--- src/rtl/mod_addsub_pipe_if.sv ---
// Operand/result stream and modulus-control bundle for mod_addsub_pipe.
// The master side drives operands and control; the slave side (the adder) returns results.
interface mod_addsub_pipe_if #(
    parameter int unsigned N     = 7,
    parameter int unsigned TAG_W = 4
);
    logic             mod_load;
    logic [N-1:0]     mod_in;
    logic             mod_err;
    logic             busy;
    logic             in_valid;
    logic             in_ready;
    logic             in_sub;
    logic [N-1:0]     in_a;
    logic [N-1:0]     in_b;
    logic [TAG_W-1:0] in_tag;
    logic             out_valid;
    logic             out_ready;
    logic [N-1:0]     out_s;
    logic [TAG_W-1:0] out_tag;
    logic             out_err;

    modport master (
        output mod_load, mod_in, in_valid, in_sub, in_a, in_b, in_tag, out_ready,
        input  mod_err, busy, in_ready, out_valid, out_s, out_tag, out_err
    );

    modport slave (
        input  mod_load, mod_in, in_valid, in_sub, in_a, in_b, in_tag, out_ready,
        output mod_err, busy, in_ready, out_valid, out_s, out_tag, out_err
    );
endinterface

--- src/rtl/mod_addsub_pipe.sv ---
// Pipelined modular adder/subtractor with programmable modulus M and K = 2^N - M.
// Optional operand range check enabled by defining MODADD_RANGE_CHECK_EN.
module mod_addsub_pipe #(
    parameter int unsigned N     = 7,
    parameter int unsigned LAT   = 2,
    parameter int unsigned TAG_W = 4
) (
    input logic              clk,
    input logic              rst_n,
    mod_addsub_pipe_if.slave bus
);
    localparam int NLEV = $clog2(N);
    localparam int ILAT = int'(LAT);

    // h*: per-bit half sums kept for the final XOR; g*/p*: prefix state as levels are applied.
    // Tree 0 resolves A + B'; tree 1 resolves A + B' + K after a carry-save envelope.
    typedef struct packed {
        logic             valid;
        logic             err;
        logic [TAG_W-1:0] tag;
        logic             ctop;
        logic [N-1:0]     h0;
        logic [N-1:0]     g0;
        logic [N-1:0]     p0;
        logic [N-1:0]     h1;
        logic [N-1:0]     g1;
        logic [N-1:0]     p1;
    } stage_t;

    function automatic stage_t prefix_level(input stage_t s, input int lvl);
        stage_t r;
        int     d;
        r = s;
        d = 1 << lvl;
        for (int i = 0; i < int'(N); i++) begin
            if (i >= d) begin
                r.g0[i] = s.g0[i] | (s.p0[i] & s.g0[i-d]);
                r.p0[i] = s.p0[i] & s.p0[i-d];
                r.g1[i] = s.g1[i] | (s.p1[i] & s.g1[i-d]);
                r.p1[i] = s.p1[i] & s.p1[i-d];
            end
        end
        return r;
    endfunction

    logic [N-1:0] mod_q, k_q;
    logic         mod_err_q;
    logic         en, busy, load_ok;
    logic [N-1:0] b_neg, b_eff, env_x, env_c, env_y;
    stage_t       pre;
    stage_t       st_d [LAT];
    stage_t       st_q [LAT];
    stage_t       last;
    logic [N-1:0] sum0, sum1, res;
    logic         cout;
    logic         unused_bits;

    assign en      = !st_q[LAT-1].valid || bus.out_ready;
    assign load_ok = bus.mod_load && !busy && !bus.in_valid && (bus.mod_in >= N'(2));

    always_ff @(posedge clk or negedge rst_n) begin
        if (!rst_n) begin
            mod_q     <= '1;
            k_q       <= N'(1);
            mod_err_q <= 1'b0;
        end else begin
            mod_err_q <= bus.mod_load && !load_ok;
            if (load_ok) begin
                mod_q <= bus.mod_in;
                k_q   <= ~bus.mod_in + N'(1);
            end
        end
    end

    // Stage 1 front end: subtrahend negation, hashed cells and the K envelope.
    always_comb begin
        b_neg = (bus.in_b == '0) ? '0 : mod_q - bus.in_b;
        b_eff = bus.in_sub ? b_neg : bus.in_b;
        env_x = bus.in_a ^ b_eff ^ k_q;
        env_c = (bus.in_a & b_eff) | (bus.in_a & k_q) | (b_eff & k_q);
        env_y = {env_c[N-2:0], 1'b0};
        pre       = '0;
        pre.valid = bus.in_valid;
        pre.tag   = bus.in_tag;
        pre.h0    = bus.in_a ^ b_eff;
        pre.p0    = bus.in_a ^ b_eff;
        pre.g0    = bus.in_a & b_eff;
        pre.h1    = env_x ^ env_y;
        pre.p1    = env_x ^ env_y;
        pre.g1    = env_x & env_y;
        pre.ctop  = env_c[N-1];
`ifdef MODADD_RANGE_CHECK_EN
        pre.err   = (bus.in_a >= mod_q) || (bus.in_b >= mod_q);
`endif
    end

    // Stage s applies prefix levels [s*NLEV/LAT, (s+1)*NLEV/LAT) before its register.
    always_comb begin
        for (int s = 0; s < ILAT; s++) begin
            if (s == 0) st_d[s] = pre;
            else        st_d[s] = st_q[(s == 0) ? 0 : s - 1];
            for (int j = 0; j < NLEV; j++) begin
                if (j >= (s * NLEV) / ILAT && j < ((s + 1) * NLEV) / ILAT) begin
                    st_d[s] = prefix_level(st_d[s], j);
                end
            end
        end
    end

    always_ff @(posedge clk or negedge rst_n) begin
        if (!rst_n) begin
            for (int s = 0; s < ILAT; s++) st_q[s] <= '0;
        end else if (en) begin
            for (int s = 0; s < ILAT; s++) st_q[s] <= st_d[s];
        end
    end

    always_comb begin
        busy = 1'b0;
        for (int s = 0; s < ILAT; s++) busy = busy | st_q[s].valid;
    end

    // Final carry resolution and K-offset selection on the output register.
    assign last = st_q[LAT-1];
    assign sum0 = last.h0 ^ {last.g0[N-2:0], 1'b0};
    assign sum1 = last.h1 ^ {last.g1[N-2:0], 1'b0};
    assign cout = last.ctop | last.g1[N-1];
    assign res  = cout ? sum1 : sum0;

    assign bus.in_ready  = en;
    assign bus.busy      = busy;
    assign bus.mod_err   = mod_err_q;
    assign bus.out_valid = last.valid;
    assign bus.out_tag   = last.tag;
`ifdef MODADD_RANGE_CHECK_EN
    assign bus.out_s     = last.err ? '0 : res;
    assign bus.out_err   = last.err;
`else
    assign bus.out_s     = res;
    assign bus.out_err   = 1'b0;
`endif

    assign unused_bits = ^{last.p0, last.p1, last.err, last.g0[N-1]};
endmodule
--- src/flat_wrapper.sv ---
// flat-port wrapper written by rule: the top's interface ports become plain ports
module mod_addsub_pipe_flat 
#(
    parameter int unsigned N     = 7,
    parameter int unsigned LAT   = 2,
    parameter int unsigned TAG_W = 4
)
  (clk, rst_n, bus_mod_load, bus_mod_in, bus_in_valid, bus_in_sub, bus_in_a, bus_in_b, bus_in_tag, bus_out_ready, bus_mod_err, bus_busy, bus_in_ready, bus_out_valid, bus_out_s, bus_out_tag, bus_out_err);
  mod_addsub_pipe_if #(.N(N), .TAG_W(TAG_W)) bus_i ();
  input logic clk;
  input logic rst_n;
  input wire logic [$bits(bus_i.mod_load)-1:0] bus_mod_load;
  input wire logic [$bits(bus_i.mod_in)-1:0] bus_mod_in;
  input wire logic [$bits(bus_i.in_valid)-1:0] bus_in_valid;
  input wire logic [$bits(bus_i.in_sub)-1:0] bus_in_sub;
  input wire logic [$bits(bus_i.in_a)-1:0] bus_in_a;
  input wire logic [$bits(bus_i.in_b)-1:0] bus_in_b;
  input wire logic [$bits(bus_i.in_tag)-1:0] bus_in_tag;
  input wire logic [$bits(bus_i.out_ready)-1:0] bus_out_ready;
  output wire logic [$bits(bus_i.mod_err)-1:0] bus_mod_err;
  output wire logic [$bits(bus_i.busy)-1:0] bus_busy;
  output wire logic [$bits(bus_i.in_ready)-1:0] bus_in_ready;
  output wire logic [$bits(bus_i.out_valid)-1:0] bus_out_valid;
  output wire logic [$bits(bus_i.out_s)-1:0] bus_out_s;
  output wire logic [$bits(bus_i.out_tag)-1:0] bus_out_tag;
  output wire logic [$bits(bus_i.out_err)-1:0] bus_out_err;
  assign bus_i.mod_load = bus_mod_load;
  assign bus_i.mod_in = bus_mod_in;
  assign bus_i.in_valid = bus_in_valid;
  assign bus_i.in_sub = bus_in_sub;
  assign bus_i.in_a = bus_in_a;
  assign bus_i.in_b = bus_in_b;
  assign bus_i.in_tag = bus_in_tag;
  assign bus_i.out_ready = bus_out_ready;
  assign bus_mod_err = bus_i.mod_err;
  assign bus_busy = bus_i.busy;
  assign bus_in_ready = bus_i.in_ready;
  assign bus_out_valid = bus_i.out_valid;
  assign bus_out_s = bus_i.out_s;
  assign bus_out_tag = bus_i.out_tag;
  assign bus_out_err = bus_i.out_err;
  mod_addsub_pipe #(.N(N), .LAT(LAT), .TAG_W(TAG_W)) u_core (.clk(clk), .rst_n(rst_n), .bus(bus_i));
endmodule
--- config.mk ---
export PLATFORM = sky130hd
export DESIGN_NAME = mod_addsub_pipe_flat
export DESIGN_NICKNAME = d
export VERILOG_FILES = /design/src/rtl/mod_addsub_pipe_if.sv /design/src/rtl/mod_addsub_pipe.sv /design/src/flat_wrapper.sv
export SDC_FILE = /design/constraint.sdc
export NUM_CORES = 1
export LEC_CHECK = 0
export BUFFER_PORTS_ARGS = -buffer_cell sky130_fd_sc_hd__buf_4
export CORE_ASPECT_RATIO = 0.7
export CORE_MARGIN = 2
export CORE_UTILIZATION = 35
export DETAILED_ROUTE_END_ITERATION = 16
export GPL_ROUTABILITY_DRIVEN = 0
export GPL_TIMING_DRIVEN = 0
export HOLD_SLACK_MARGIN = 0.15
export PLACE_DENSITY = 0.6
export RECOVER_POWER = 25
export SLEW_MARGIN = 20
export SYNTH_ARGS = -nofsm -noshare
export SYNTH_HDL_FRONTEND = slang
export SYNTH_SLANG_ARGS = --single-unit
export TNS_END_PERCENT = 1
--- constraint.sdc ---
create_clock -name clk -period 6.4 [get_ports clk]
set_input_delay 1.92 -clock clk [delete_from_list [all_inputs] [get_ports clk]]
set_output_delay 1.92 -clock clk [all_outputs]
set_load 0.03 [all_outputs]
==> Flow_metrics.wiki, run 1 <==
{| class="wikitable"
! Metric !! Value
|-
| Run status || complete, no violations
|-
| Antenna violations before repair || 0
|-
| Max-Slew Margin vs Limit || a little under half
|-
| Endpoint type of the worst setup path || output port
|-
| Time the worst path needs with I/O delays and setup || 5.27 ns
|-
| Signed area change from the synthesized netlist to the final layout || 18.2%
|-
| TritonCTS clock tree || yes
|-
| Standard-cell row count || 34
|-
| Footprint of the multi-input gates || around 2100 sq um
|-
| Post-Route WL || around 11 mm
|-
| Final routed wire length divided by cell count || around 15 um
|-
| Worst setup slack before clock tree synthesis || around 1.1 ns
|-
| Total vias in the final route || roughly 3400
|-
| Top_reg_cell synth || dfrtp_1
|-
| Final hold violations || 0
|-
| Diode insertion count for antenna repair || 0
|-
| P_leak || around 2.7 nW
|-
| Reg-to-reg setup timing slack || about 2.9 ns
|-
| Reg2reg path depth || 14
|-
| Number of instances resized during post-cts repair || 0
|-
| Root Buffer Master || clkbuf_16
|-
| Count of routing violations after the opening detailed-route iteration || approximately 170
|-
| Vias in the first global route || 3494
|-
| Top cell types by occurrence after synthesis || nand2_1 (174), dfrtp_1 (79), inv_1 (35)
|-
| Core area || 12500 sq um
|-
| Minimum setup slack in the final design || 1.13 ns
|-
| Vertical extent of the die || ~100 um
|-
| Count of different cell masters after synthesis || between 50 and 60
|-
| Synthesized-area fraction occupied by adder cells || 9.46%
|-
| Count of nets after finishing || around 600
|-
| Setup bufs post-CTS || 0
|-
| Sequential Area || 2160 sq um
|-
| Worst R2R End || u_core.st_q[62]$_DFFE_PN0P_
|-
| TritonRoute pass-1 iters || 4
|-
| Overflow after GRT || 0
|-
| Number of enable flip-flop cells after synthesis || 0
|-
| Slowest CP cell || clkbuf_1
|-
| Largest family of logic cells by synthesized area || simple AND/OR/NAND/NOR gates
|-
| Critical Path Source Type || primary input
|-
| Setup-violating endpoint count in the final report || 0
|-
| Final Power || between 2 and 2.5 mW
|-
| HPWL after detailed placement || 7.94 mm
|-
| Cells after synthesis || roughly 500
|-
| Total negative setup slack || 0 ns
|-
| Maximum VDD drop || roughly 0.26 mV
|-
| Clock input transition at the sequential cells of the worst setup and hold paths || approximately 0.060 ns
|-
| Post-synthesis compound-gate area fraction || between 10% and 20%
|-
| Fraction of layout instances using a drive strength above 1 || ~17%
|-
| Capturing instance or port of the critical path || bus_in_ready
|-
| Maximum number of pins on one net before global-route repair || between 80 and 90
|-
| CTS Hold Bufs || 0
|-
| Die X || between 100 and 150 um
|-
| Area share of xor/xnor cells in the synthesized design || about 3.1%
|-
| Top-count cell post-synth || nand2_1
|-
| Cell taking the most area after synthesis || dfrtp_1
|-
| Worst-path fanout max || 10
|-
| H-tree depth || 3
|-
| Slew @ Worst Pin || approximately 0.78 ns
|-
| Setup repair after global routing missed its margin || no
|-
| Average footprint of a synthesized cell || around 9 sq um
|-
| DRC Markers || 0
|-
| Fraction of the yosys area taken by sequential cells || approximately half
|-
| First-pass GRT wire length || about 18 mm
|-
| Number of buffers added by the clock tree synthesis step || 9
|-
| Area contributors post-synth || dfrtp_1 (44%), nand2_1 (15%), ha_1 (5.9%), dfstp_2 (4.1%), fa_1 (3.6%)
|-
| Input/output buffers || 44
|-
| CP arrival || 3.35 ns
|-
| Avg Vias per Cell || around 4.8
|-
| Filler cells || ~1300
|-
| Max Cap Violations || 0
|-
| Reg-to-reg startpoint || u_core.k_q[0]$_DFFE_PN1P_
|-
| Synthesis Warnings || 0
|-
| Startpoint-to-endpoint class of the critical path || in -> out
|-
| Starting utilization of the core area || a little over a third
|-
| Number of nets still failing antenna checks after routing || 0
|-
| Class of the worst hold path || reg -> reg
|-
| Worst Clk Skew || between 0.007 and 0.008 ns
|-
| CTS sink count || 86
|-
| Clock latency of the later-clocked register in the worst-skew pair || between 0.3 and 0.4 ns
|-
| Count of pins on the block boundary || 47
|-
| Ratio of final minimum period to clock period || between 80% and 90%
|-
| Yosys top cell area share || approximately 44%
|-
| Maximum root-to-sink buffer count || 2
|-
| Async set-or-reset flop fraction in the synthesized netlist || 100%
|-
| Multiplexer fraction of the synthesized cell area || ~1.8%
|-
| Data required time of the worst path || roughly 4.5 ns
|-
| Maximum operating frequency || roughly 190 MHz
|-
| Syn_nets || 558
|-
| Slowest cell delay on critical path || roughly 0.4 ns
|-
| Final number of max-transition violations || 0
|-
| Cells along the critical path || buf_4, nor2b_1, clkbuf_1, inv_2, clkbuf_1, buf_4
|-
| Power per standard cell area || ~430 nW/um^2
|-
| Cell Area, Synth || 4470 sq um
|-
| Fraction of the mapped netlist area in simple logic gates || approximately 20%
|-
| Launch point of the worst path || bus_out_ready
|-
| Register bit count reported by yosys || between 80 and 90
|-
| Die ar. || around 14000 sq um
|-
| Global router's overall resource usage || 16.6%
|}
state kept, by name, indices dropped and copies added, names as in the netlist:
register	cells
u_core.mod_q	6
u_core.bus.out_valid	1
u_core.last	27
u_core.bus.out_tag	4
u_core.st_d	23
u_core.st_q	17
u_core.k_q	7
u_core.bus.mod_err	1
placed cells by master, fill, tap and decap left out, types with 2 or more instances in the layout:
| cell type | synthesis | routed |
|---|---|---|
| a2111oi_2 | 2 | 2 |
| a21o_1 | 3 | 3 |
| a21oi_1 | 22 | 22 |
| and3_1 | 2 | 2 |
| buf_4 | 5 | 48 |
| clkbuf_1 | 16 | 17 |
| clkbuf_16 | 0 | 9 |
| clkinvlp_4 | 0 | 4 |
| dfrtp_1 | 79 | 79 |
| dfstp_2 | 7 | 7 |
| fa_1 | 8 | 8 |
| ha_1 | 21 | 21 |
| inv_1 | 35 | 35 |
| inv_2 | 4 | 4 |
| mux2_1 | 5 | 5 |
| mux2_2 | 2 | 2 |
| nand2_1 | 174 | 174 |
| nand3_1 | 9 | 9 |
| nor2_1 | 20 | 20 |
| nor2b_1 | 4 | 4 |
| nor3_1 | 2 | 2 |
| o21ai_0 | 30 | 30 |
| xnor2_1 | 9 | 9 |
| xor2_1 | 7 | 7 |
report_power, final:
part	internal, mW	switching, mW
logic	0.373	0.554
registers	0.756	0.117
clock network	0.273	0.215
total	1.40	0.887
cell families after synthesis:
| kind of cell | count (synthesis) |
|---|---|
| fa+ha+maj | 29 |
| mux | 7 |
| xor+xnor | 16 |
| buf+inv | 63 |
| simple gates | 222 |
| compound gates | 74 |
| other cells | 1 |
| flops | 86 |
layout make-up:
cell class | count | area share, %
tap | 162 | 3.83
timing repair buffer | 44 | 6.32
inverter | 39 | 2.77
buffer | 24 | 2.11
multi-input combinational | 349 | 38.8
clock buffer | 11 | 4.59
sequential | 86 | 40.9
clock inverter | 5 | 0.663
layer usage:
metal	up-vias	wire (um)	share of wire (%)	GRT usage, %
met4	0	87	0.82	3.50
met5	-	0	0	0
met2	70	4430	42	23.8
met1	1663	5570	53	25.2
li1	1701	-	-	-
met3	8	484	4.6	4.18
worst min path at each step:
| stage | endpoint | cells after the start | from |
|---|---|---|---|
| floorplan | u_core.st_q[75]$_DFFE_PN0P_ | 2 | u_core.st_q[75]$_DFFE_PN0P_ |
| global placement | u_core.st_q[75]$_DFFE_PN0P_ | 2 | u_core.st_q[75]$_DFFE_PN0P_ |
| detailed placement | u_core.last[35]$_DFFE_PN0P_ | 2 | u_core.last[35]$_DFFE_PN0P_ |
| CTS | u_core.last[14]$_DFFE_PN0P_ | 2 | u_core.last[14]$_DFFE_PN0P_ |
| global route | u_core.st_d[45]$_DFFE_PN0P_ | 2 | u_core.st_d[45]$_DFFE_PN0P_ |
| finish | u_core.last[14]$_DFFE_PN0P_ | 2 | u_core.last[14]$_DFFE_PN0P_ |
metrics by stage:
stage	cell area [sq um]	utilization [%]	hold WS, ns	instances
6_report	5290	42.4	0.468	720
5_1_grt	5290	42.4	0.492	720
3_5_place_dp	5000	40.2	0.455	704
4_1_cts	5280	42.4	0.471	720
3_3_place_gp	5000	40.2	0.446	704
2_1_floorplan	4470	-	0.431	498
critical path, delay by kind of cell:
family | cells | cell delay [ns]
buffers and inverters | 5 | 1.27
AND/OR/NAND/NOR | 1 | 0.15
No activity file was read; power rests on OpenSTA's default activity.
==> inputs of run 2 (changes only) <==
- ABC_AREA: default -> 1
- clock period: 6.4 -> 5.2 ns (I/O delays scaled with it)
==> run 2 against run 1 <==
The flow now finishes with violations (max-capacitance violations, max-slew violations). Non-clock buffer count decreased by 1. Die area increased by 1.8%. Sequential cell count unchanged. Count of clock-buffer cells in the layout increased by 1. Global-route usage increased by 0.70 points. Critical path depth decreased by 1. Register-to-register slack got worse by 0.70 ns. Power increased by 23%. Setup slack improved by 0.11 ns. Synthesized area increased by 1.8%. Final cell count increased by 3.9%. Synthesized cell count increased by 5.4%.
==> Flow_metrics.wiki, run 2 <==
{| class="wikitable"
! Metric !! Value
|-
| Run status || finished with violations (was complete, no violations)
|-
| Violations in the final reports || max-capacitance violations, max-slew violations
|-
| Overflow after GRT || 0 (unchanged)
|-
| Die X || 140 um (was 139 um)
|-
| Count of routing violations after the opening detailed-route iteration || 282 (was 174)
|-
| Number of nets still failing antenna checks after routing || 0 (unchanged)
|-
| Yosys top cell area share || 43.4% (was 44.2%)
|-
| Count of pins on the block boundary || 47 (unchanged)
|-
| Critical Path Source Type || primary input (unchanged)
|-
| Antenna violations before repair || 0 (unchanged)
|-
| Post-Route WL || 11.3 mm (was 10.6 mm)
|-
| Setup bufs post-CTS || 0 (unchanged)
|-
| Maximum VDD drop || 0.178 mV (was 0.258 mV)
|-
| Top library cells by usage in the layout, fill and taps aside || nand2_1 (132), inv_1 (83), dfrtp_1 (79), o21ai_0 (63), buf_4 (51) (was nand2_1 (174), dfrtp_1 (79), buf_4 (48), inv_1 (35), o21ai_0 (30))
|-
| Cells along the critical path || buf_4, nor2_4, inv_2, buf_2, buf_4 (was buf_4, nor2b_1, clkbuf_1, inv_2, clkbuf_1, buf_4)
|-
| Startpoint-to-endpoint class of the critical path || in -> out (unchanged)
|-
| Hold_ws || 0.473 ns (was 0.468 ns)
|-
| Clock share of power || 22.3% (was 21.3%)
|-
| Final number of max-transition violations || 87 (was 0)
|-
| Maximum root-to-sink buffer count || 2 (unchanged)
|-
| P_leak || 2.74 nW (was 2.65 nW)
|-
| Signed area change from the synthesized netlist to the final layout || 18.0% (was 18.2%)
|-
| Register bit count reported by yosys || 86 (unchanged)
|-
| Syn_nets || 585 (was 558)
|-
| Total vias in the final route || 3578 (was 3442)
|-
| Cells after synthesis || 525 (was 498)
|-
| Vias in the first global route || 3627 (was 3494)
|-
| Power per standard cell area || 525 nW/um^2 (was 433 nW/um^2)
|-
| CTS Hold Bufs || 0 (unchanged)
|-
| Worst-path fanout max || 10 (unchanged)
|-
| Count of nets after finishing || 641 (was 613)
|-
| Time the worst path needs with I/O delays and setup || roughly 4.0 ns
|-
| Clock latency of the later-clocked register in the worst-skew pair || 0.34 ns (about the same)
|-
| Maximum number of pins on one net before global-route repair || 87 (unchanged)
|-
| Bufs and invs on worst path || 4 (was 5)
|-
| Filler cells || 1238 (was 1253)
|-
| Fraction of power spent switching nets || 38.4% (was 38.8%)
|-
| Global router's overall resource usage || 17.3% (was 16.6%)
|-
| DRC Markers || 0 (unchanged)
|-
| Worst Clk Skew || 0.00429 ns (was 0.00750 ns)
|-
| Max-Slew Margin vs Limit || -42.0% (was 47.8%)
|-
| Fraction of layout instances using a drive strength above 1 || 20.0% (was 16.7%)
|-
| Family of cells with the greatest summed delay on the critical path || buffers and inverters (unchanged)
|-
| Maximum operating frequency || ~250 MHz
|-
| Total negative setup slack || 0 ns (unchanged)
|-
| Class of the worst hold path || reg -> reg (unchanged)
|-
| Fraction of the yosys area taken by sequential cells || 47.4% (was 48.3%)
|-
| Average footprint of a synthesized cell || 8.67 sq um (was 8.98 sq um)
|-
| Number of buffers added by the clock tree synthesis step || 9 (unchanged)
|-
| Psw || 1.09 mW (was 0.887 mW)
|-
| Combinational fraction of design power || 40.2% (was 40.5%)
|-
| Root Buffer Master || clkbuf_16 (unchanged)
|-
| Max reg flops || 27 (unchanged)
|-
| Avg Vias per Cell || 4.78 (about the same)
|-
| Slowest CP cell || buf_2 (was clkbuf_1)
|-
| Area contributors post-synth || dfrtp_1 (43%), nand2_1 (11%), o21ai_0 (6.9%), inv_1 (6.8%), ha_1 (5.8%) (was dfrtp_1 (44%), nand2_1 (15%), ha_1 (5.9%), dfstp_2 (4.1%), fa_1 (3.6%))
|-
| Number of enable flip-flop cells after synthesis || 0 (unchanged)
|-
| Most common library cell in the layout ignoring fill and taps || nand2_1 (unchanged)
|-
| Cell occurring most often along the worst timing path || buf_4
|-
| Data required time of the worst path || 3.64 ns (was 4.48 ns)
|-
| CP arrival || 2.40 ns (was 3.35 ns)
|-
| Input/output buffers || 45 (was 44)
|-
| Endpoint type of the worst setup path || output port (unchanged)
|-
| Max Cap Violations || 1 (was 0)
|-
| Cell taking the most area after synthesis || dfrtp_1 (unchanged)
|-
| Diode insertion count for antenna repair || 0 (unchanged)
|-
| HPWL after detailed placement || 8.48 mm (was 7.94 mm)
|-
| Pint || 1.74 mW (was 1.40 mW)
|-
| Slowest cell delay on critical path || 0.23 ns (was 0.39 ns)
|-
| TritonRoute pass-1 iters || 4 (unchanged)
|-
| Setup-violating endpoint count in the final report || 0 (unchanged)
|-
| Clock input transition at the sequential cells of the worst setup and hold paths || 0.06 ns (about the same)
|-
| Die ar. || 14000 sq um (was 13700 sq um)
|-
| First-pass GRT wire length || 18.7 mm (was 17.9 mm)
|-
| Top-count cell post-synth || nand2_1 (unchanged)
|-
| Number of instances resized during post-cts repair || 0 (unchanged)
|-
| Top_reg_cell synth || dfrtp_1 (unchanged)
|-
| Count of different cell masters after synthesis || 36 (was 54)
|-
| TritonCTS clock tree || yes (unchanged)
|-
| Final routed wire length divided by cell count || 15.0 um (was 14.7 um)
|-
| Starting utilization of the core area || 36.3% (was 35.9%)
|-
| H-tree depth || 3 (unchanged)
|-
| Async set-or-reset flop fraction in the synthesized netlist || 100% (unchanged)
|-
| Ratio of final minimum period to clock period || around three quarters
|-
| Reg power frac || 37.5% (was 38.1%)
|-
| Synthesis Warnings || 0 (unchanged)
|-
| Setup repair after global routing missed its margin || no (unchanged)
|-
| Standard-cell row count || 34 (unchanged)
|-
| Vertical extent of the die || 99.4 um (was 98.6 um)
|-
| Core area || 12500 sq um (about the same)
|-
| CTS sink count || 86 (unchanged)
|-
| Final hold violations || 0 (unchanged)
|-
| Top cell types by occurrence after synthesis || nand2_1 (132), inv_1 (83), dfrtp_1 (79) (was nand2_1 (174), dfrtp_1 (79), inv_1 (35))
|-
| Cell Area, Synth || 4550 sq um (was 4470 sq um)
|-
| Slew @ Worst Pin || 2.13 ns (was 0.783 ns)
|}
==> run 2: path summary, 6_finish.rpt <==
kind / slack (ns) / end / from / depth (start not counted)
worst max register to register: 2.23 / u_core.st_q[62]$_DFFE_PN0P_ / u_core.k_q[0]$_DFFE_PN1P_ / 16
max in group asynchronous: 2.11 / u_core.k_q[1]$_DFFE_PN0P_ / rst_n / 1
worst max-delay path: 1.24 / bus_in_ready / bus_out_ready / 5
min in group asynchronous: 1.84 / u_core.last[10]$_DFFE_PN0P_ / rst_n / 1
worst min-delay path: 0.47 / u_core.bus.out_valid$_DFFE_PN0P_ / u_core.st_d[48]$_DFFE_PN0P_ / 2
worst min register to register: 0.47 / u_core.bus.out_valid$_DFFE_PN0P_ / u_core.st_d[48]$_DFFE_PN0P_ / 2
==> run 2: cell type report <==
class	instances	area (sq um)	area share, %
Sequential cell	86	2160	40.2
Multi-Input combinational cell	331	1930	35.9
Timing Repair Buffer	45	335	6.24
Inverter	86	323	6.00
Clock buffer	12	236	4.40
Tap cell	162	203	3.77
Buffer	22	141	2.63
Clock inverter	4	47.5	0.884
==> run 2: worst min-delay path: stages (launching register included) <==
cell and delay, ns:
dfrtp_1 0.32, inv_1 0.06, nand2_1 0.06
==> run 2: cell families (layout without fill, tap and decap cells) <==
group | count (synthesis) | after routing | synth area share, %
buffers and inverters | 108 | 169 | 10.2
AO/OA/AOI/OAI | 101 | 101 | 12.6
adder cells (fa/ha/maj) | 29 | 29 | 9.29
flip-flops | 86 | 86 | 47.4
XOR/XNOR | 13 | 13 | 2.50
other | 1 | 1 | 0.0823
AND/OR/NAND/NOR | 187 | 187 | 17.9
==> run 2: metal layers <==
layer	global-route usage (%)	vias to the layer above	part of all wire, %
met3	4.14	7	6.0
li1	-	1748	-
met4	4.12	0	0.81
met5	0	-	0
met2	25.3	89	43
met1	25.8	1734	50
==> run 2: metrics by stage <==
| step | power (mW) | area (sq um) | utilization, % | std cells | setup WS [ns] |
|---|---|---|---|---|---|
| finish | 2.82 | 5380 | 42.8 | 748 | 1.24 |
| global route | 3.04 | 5380 | 42.8 | 748 | 1.18 |
| CTS | 2.85 | 5380 | 42.9 | 748 | 1.23 |
| detailed placement | 2.21 | 5090 | 40.6 | 732 | 1.13 |
| global placement | 2.18 | 5090 | 40.6 | 732 | 1.15 |
| floorplan | 1.83 | 4550 | - | 525 | 1.47 |
==> run 2: power by group through the flow <==
stage          clock (mW)  sequential [mW]  combinational, mW
3_3_place_gp            0             1.06               1.12
4_1_cts             0.641             1.06               1.15
3_5_place_dp            0             1.07               1.14
2_1_floorplan           0             1.03              0.796
5_1_grt             0.669             1.08               1.29
6_report            0.630             1.06               1.14
==> inputs of run 3 (changes only) <==
- ABC_AREA: 1 -> 0
- clock period: 5.2 -> 3.65 ns (I/O delays scaled with it)
==> run 3 against run 2 <==
The flow still finishes with violations (max-capacitance violations, max-slew violations). Sequential power is 46% higher. Clock power increased by 43%. Sequential cell count did not move. Critical path type is now in -> reg. Largest power group unchanged.
==> Flow_metrics.wiki, run 3 (synthesized netlist as in run 1, its figures left out) <==
{| class="wikitable"
! Metric !! Value
|-
| Max reg flops || 27 (unchanged)
|-
| Wire length on met1 || 5.36 mm (was 5.61 mm)
|-
| Number of nets still failing antenna checks after routing || 0 (unchanged)
|-
| TritonRoute pass-1 iters || 4 (unchanged)
|-
| H-tree depth || 3 (unchanged)
|-
| Maximum number of pins on one net before global-route repair || 87 (unchanged)
|-
| Run status || finished with violations (unchanged)
|-
| CTS sink count || 86 (unchanged)
|-
| Clock latency of the later-clocked register in the worst-skew pair || 0.34 ns (about the same)
|-
| Max-Slew Margin vs Limit || -45.2% (was -42.0%)
|-
| Power per standard cell area || 769 nW/um^2 (was 525 nW/um^2)
|-
| Met3 wirelength from detailed routing || 654 um (was 679 um)
|-
| Global router's overall resource usage || 16.7% (was 17.3%)
|-
| Final hold violations || 0 (unchanged)
|-
| Critical Path Source Type || primary input (unchanged)
|-
| Final number of max-transition violations || 87 (unchanged)
|-
| Number of buffers added by the clock tree synthesis step || 9 (unchanged)
|-
| Endpoint type of the worst setup path || flip-flop (was output port)
|-
| Worst setup slack before clock tree synthesis || -0.504 ns (was 1.13 ns)
|-
| HPWL after detailed placement || 8.06 mm (was 8.48 mm)
|-
| Vertical extent of the die || 98.6 um (was 99.4 um)
|-
| First-pass GRT wire length || 18.1 mm (was 18.7 mm)
|-
| Starting utilization of the core area || 35.9% (was 36.3%)
|-
| Maximum operating frequency || 277 MHz
|-
| Signed area change from the synthesized netlist to the final layout || 20.8% (was 18.0%)
|-
| Startpoint-to-endpoint class of the critical path || in -> reg (was in -> out)
|-
| Minimum setup slack in the final design || 0.0339 ns (was 1.24 ns)
|-
| Count of pins on the block boundary || 47 (unchanged)
|-
| Count of routing violations after the opening detailed-route iteration || 224 (was 282)
|-
| Setup-violating endpoint count in the final report || 0 (unchanged)
|-
| Worst-path fanout max || 3 (was 10)
|-
| Die ar. || 13700 sq um (was 14000 sq um)
|-
| Setup repair after global routing missed its margin || yes (was no)
|-
| Core area || 12500 sq um (about the same)
|-
| Top routing layer in use || met4 (unchanged)
|-
| DR WL met2 || 4.60 mm (was 4.87 mm)
|-
| Antenna violations before repair || 0 (unchanged)
|-
| Die X || 139 um (was 140 um)
|-
| Worst Clk Skew || 0.0104 ns (was 0.00429 ns)
|-
| Vias in the first global route || 3489 (was 3627)
|-
| Final routed wire length divided by cell count || 14.8 um (was 15.0 um)
|-
| Diode insertion count for antenna repair || 0 (unchanged)
|-
| P_leak || 2.68 nW (was 2.74 nW)
|-
| Count of nets after finishing || 615 (was 641)
|-
| Fraction of layout instances using a drive strength above 1 || 19.3% (was 20.0%)
|-
| Avg Vias per Cell || 4.83 (was 4.78)
|-
| Time the worst path needs with I/O delays and setup || about 3.6 ns
|-
| Ratio of final minimum period to clock period || 99.1%
|-
| Total vias in the final route || 3490 (was 3578)
|-
| Post-Place Cell Area || 5040 sq um (was 5090 sq um)
|-
| Final Cell Area || 5400 sq um (was 5380 sq um)
|-
| Maximum VDD drop || 0.480 mV (was 0.178 mV)
|-
| Slew @ Worst Pin || 2.18 ns (was 2.13 ns)
|-
| Post-Route WL || 10.7 mm (was 11.3 mm)
|-
| Standard-cell row count || 34 (unchanged)
|-
| Class of the worst hold path || reg -> reg (unchanged)
|-
| TritonCTS clock tree || yes (unchanged)
|-
| Root Buffer Master || clkbuf_16 (unchanged)
|-
| Maximum root-to-sink buffer count || 2 (unchanged)
|-
| Max Cap Violations || 1 (unchanged)
|-
| Clock input transition at the sequential cells of the worst setup and hold paths || 0.06 ns (about the same)
|-
| Top library cells by usage in the layout, fill and taps aside || nand2_1 (174), dfrtp_1 (79), buf_4 (49), inv_1 (32), o21ai_0 (29) (was nand2_1 (132), inv_1 (83), dfrtp_1 (79), o21ai_0 (63), buf_4 (51))
|-
| DRC Markers || 0 (unchanged)
|-
| Data required time of the worst path || 3.87 ns (was 3.64 ns)
|-
| CP arrival || 3.84 ns (was 2.40 ns)
|-
| Violations in the final reports || max-capacitance violations, max-slew violations (unchanged)
|-
| Input/output buffers || 44 (was 45)
|-
| Overflow after GRT || 0 (unchanged)
|-
| CTS Hold Bufs || 0 (unchanged)
|-
| Most common library cell in the layout ignoring fill and taps || nand2_1 (unchanged)
|}
==> run 3: changes by cell type in the layout (fill, tap and decap cells not counted), moves of 4 or more <==
cell / delta
nand2_2: -12
nand3_1: -12
nand2_1: +42
mux2_1: +5
nor2_1: +13
o211ai_1: -4
nor2b_1: +4
buf_2: -6
inv_2: +4
clkbuf_1: +6
o21ai_0: -34
inv_1: -51
a21oi_1: +9
o21ai_2: -10
==> run 3: path summary, 6_finish.rpt <==
kind                                             startpoint                          end  slack [ns]  cells past startpoint
worst max-delay path                            bus_in_b[0]  u_core.st_q[62]$_DFFE_PN0P_        0.03                     14
worst min-delay path            u_core.st_q[73]$_DFFE_PN0P_  u_core.st_q[73]$_DFFE_PN0P_        0.47                      2
worst max register to register    u_core.k_q[0]$_DFFE_PN1P_  u_core.st_q[62]$_DFFE_PN0P_        0.36                     14
worst min register to register  u_core.st_q[73]$_DFFE_PN0P_  u_core.st_q[73]$_DFFE_PN0P_        0.47                      2
max in group asynchronous                             rst_n    u_core.k_q[2]$_DFFE_PN0P_        0.97                      1
min in group asynchronous                             rst_n  u_core.st_d[37]$_DFFE_PN0P_        1.37                      1
==> run 3: critical path, cell delays in order <==
cell and delay [ns]:
buf_12 0.08, ha_4 0.12, inv_2 0.03, fa_2 0.38
a211oi_4 0.30, o21bai_2 0.14, a2111oi_4 0.30, and4b_2 0.29
a31oi_4 0.17, fa_1 0.44, inv_2 0.08, ha_4 0.21
a21oi_2 0.13, o21ai_1 0.06
==> run 3: timing repair <==
| action | 4_1_cts | 5_1_grt |
|---|---|---|
| setup endpoints to repair | 3 | 5 |
| resized for setup | 8 | 5 |
| buffers inserted | 2 | 0 |
| pin swaps | 8 | 2 |
==> run 3: cell type report <==
type                       count  area (sq um)
buffer                        24           113
sequential                    86          2160
timing repair buffer          46           355
clock buffer                  12           267
multi-input combinational    349          2130
inverter                      39           146
fill                        1244          7060
clock inverter                 4          30.0
tap                          162           203
==> run 3: metal layers <==
metal | up-vias | global-route usage (%)
met4 | 0 | 3.73
met3 | 9 | 4.37
met2 | 81 | 24.7
met5 | - | 0
li1 | 1708 | -
met1 | 1692 | 24.9
==> run 3: power breakdown <==
part           leakage (nW)  internal [mW]  switching, mW
Combinational          1.50          0.700           1.01
Sequential             1.05           1.33          0.222
Clock                 0.133          0.517          0.386
==> run 3: stage by stage <==
stage               hold WS [ns]  std cells  total power [mW]  setup TNS, ns  utilization (%)
floorplan                  0.431        498              2.68        -0.0200                -
global placement           0.442        704              3.19          -1.37             40.4
detailed placement         0.448        704              3.24          -1.85             40.4
CTS                        0.469        722              4.18              0             43.2
global route               0.489        722              4.48        -0.0847             43.4
finish                     0.466        722              4.16              0             43.4
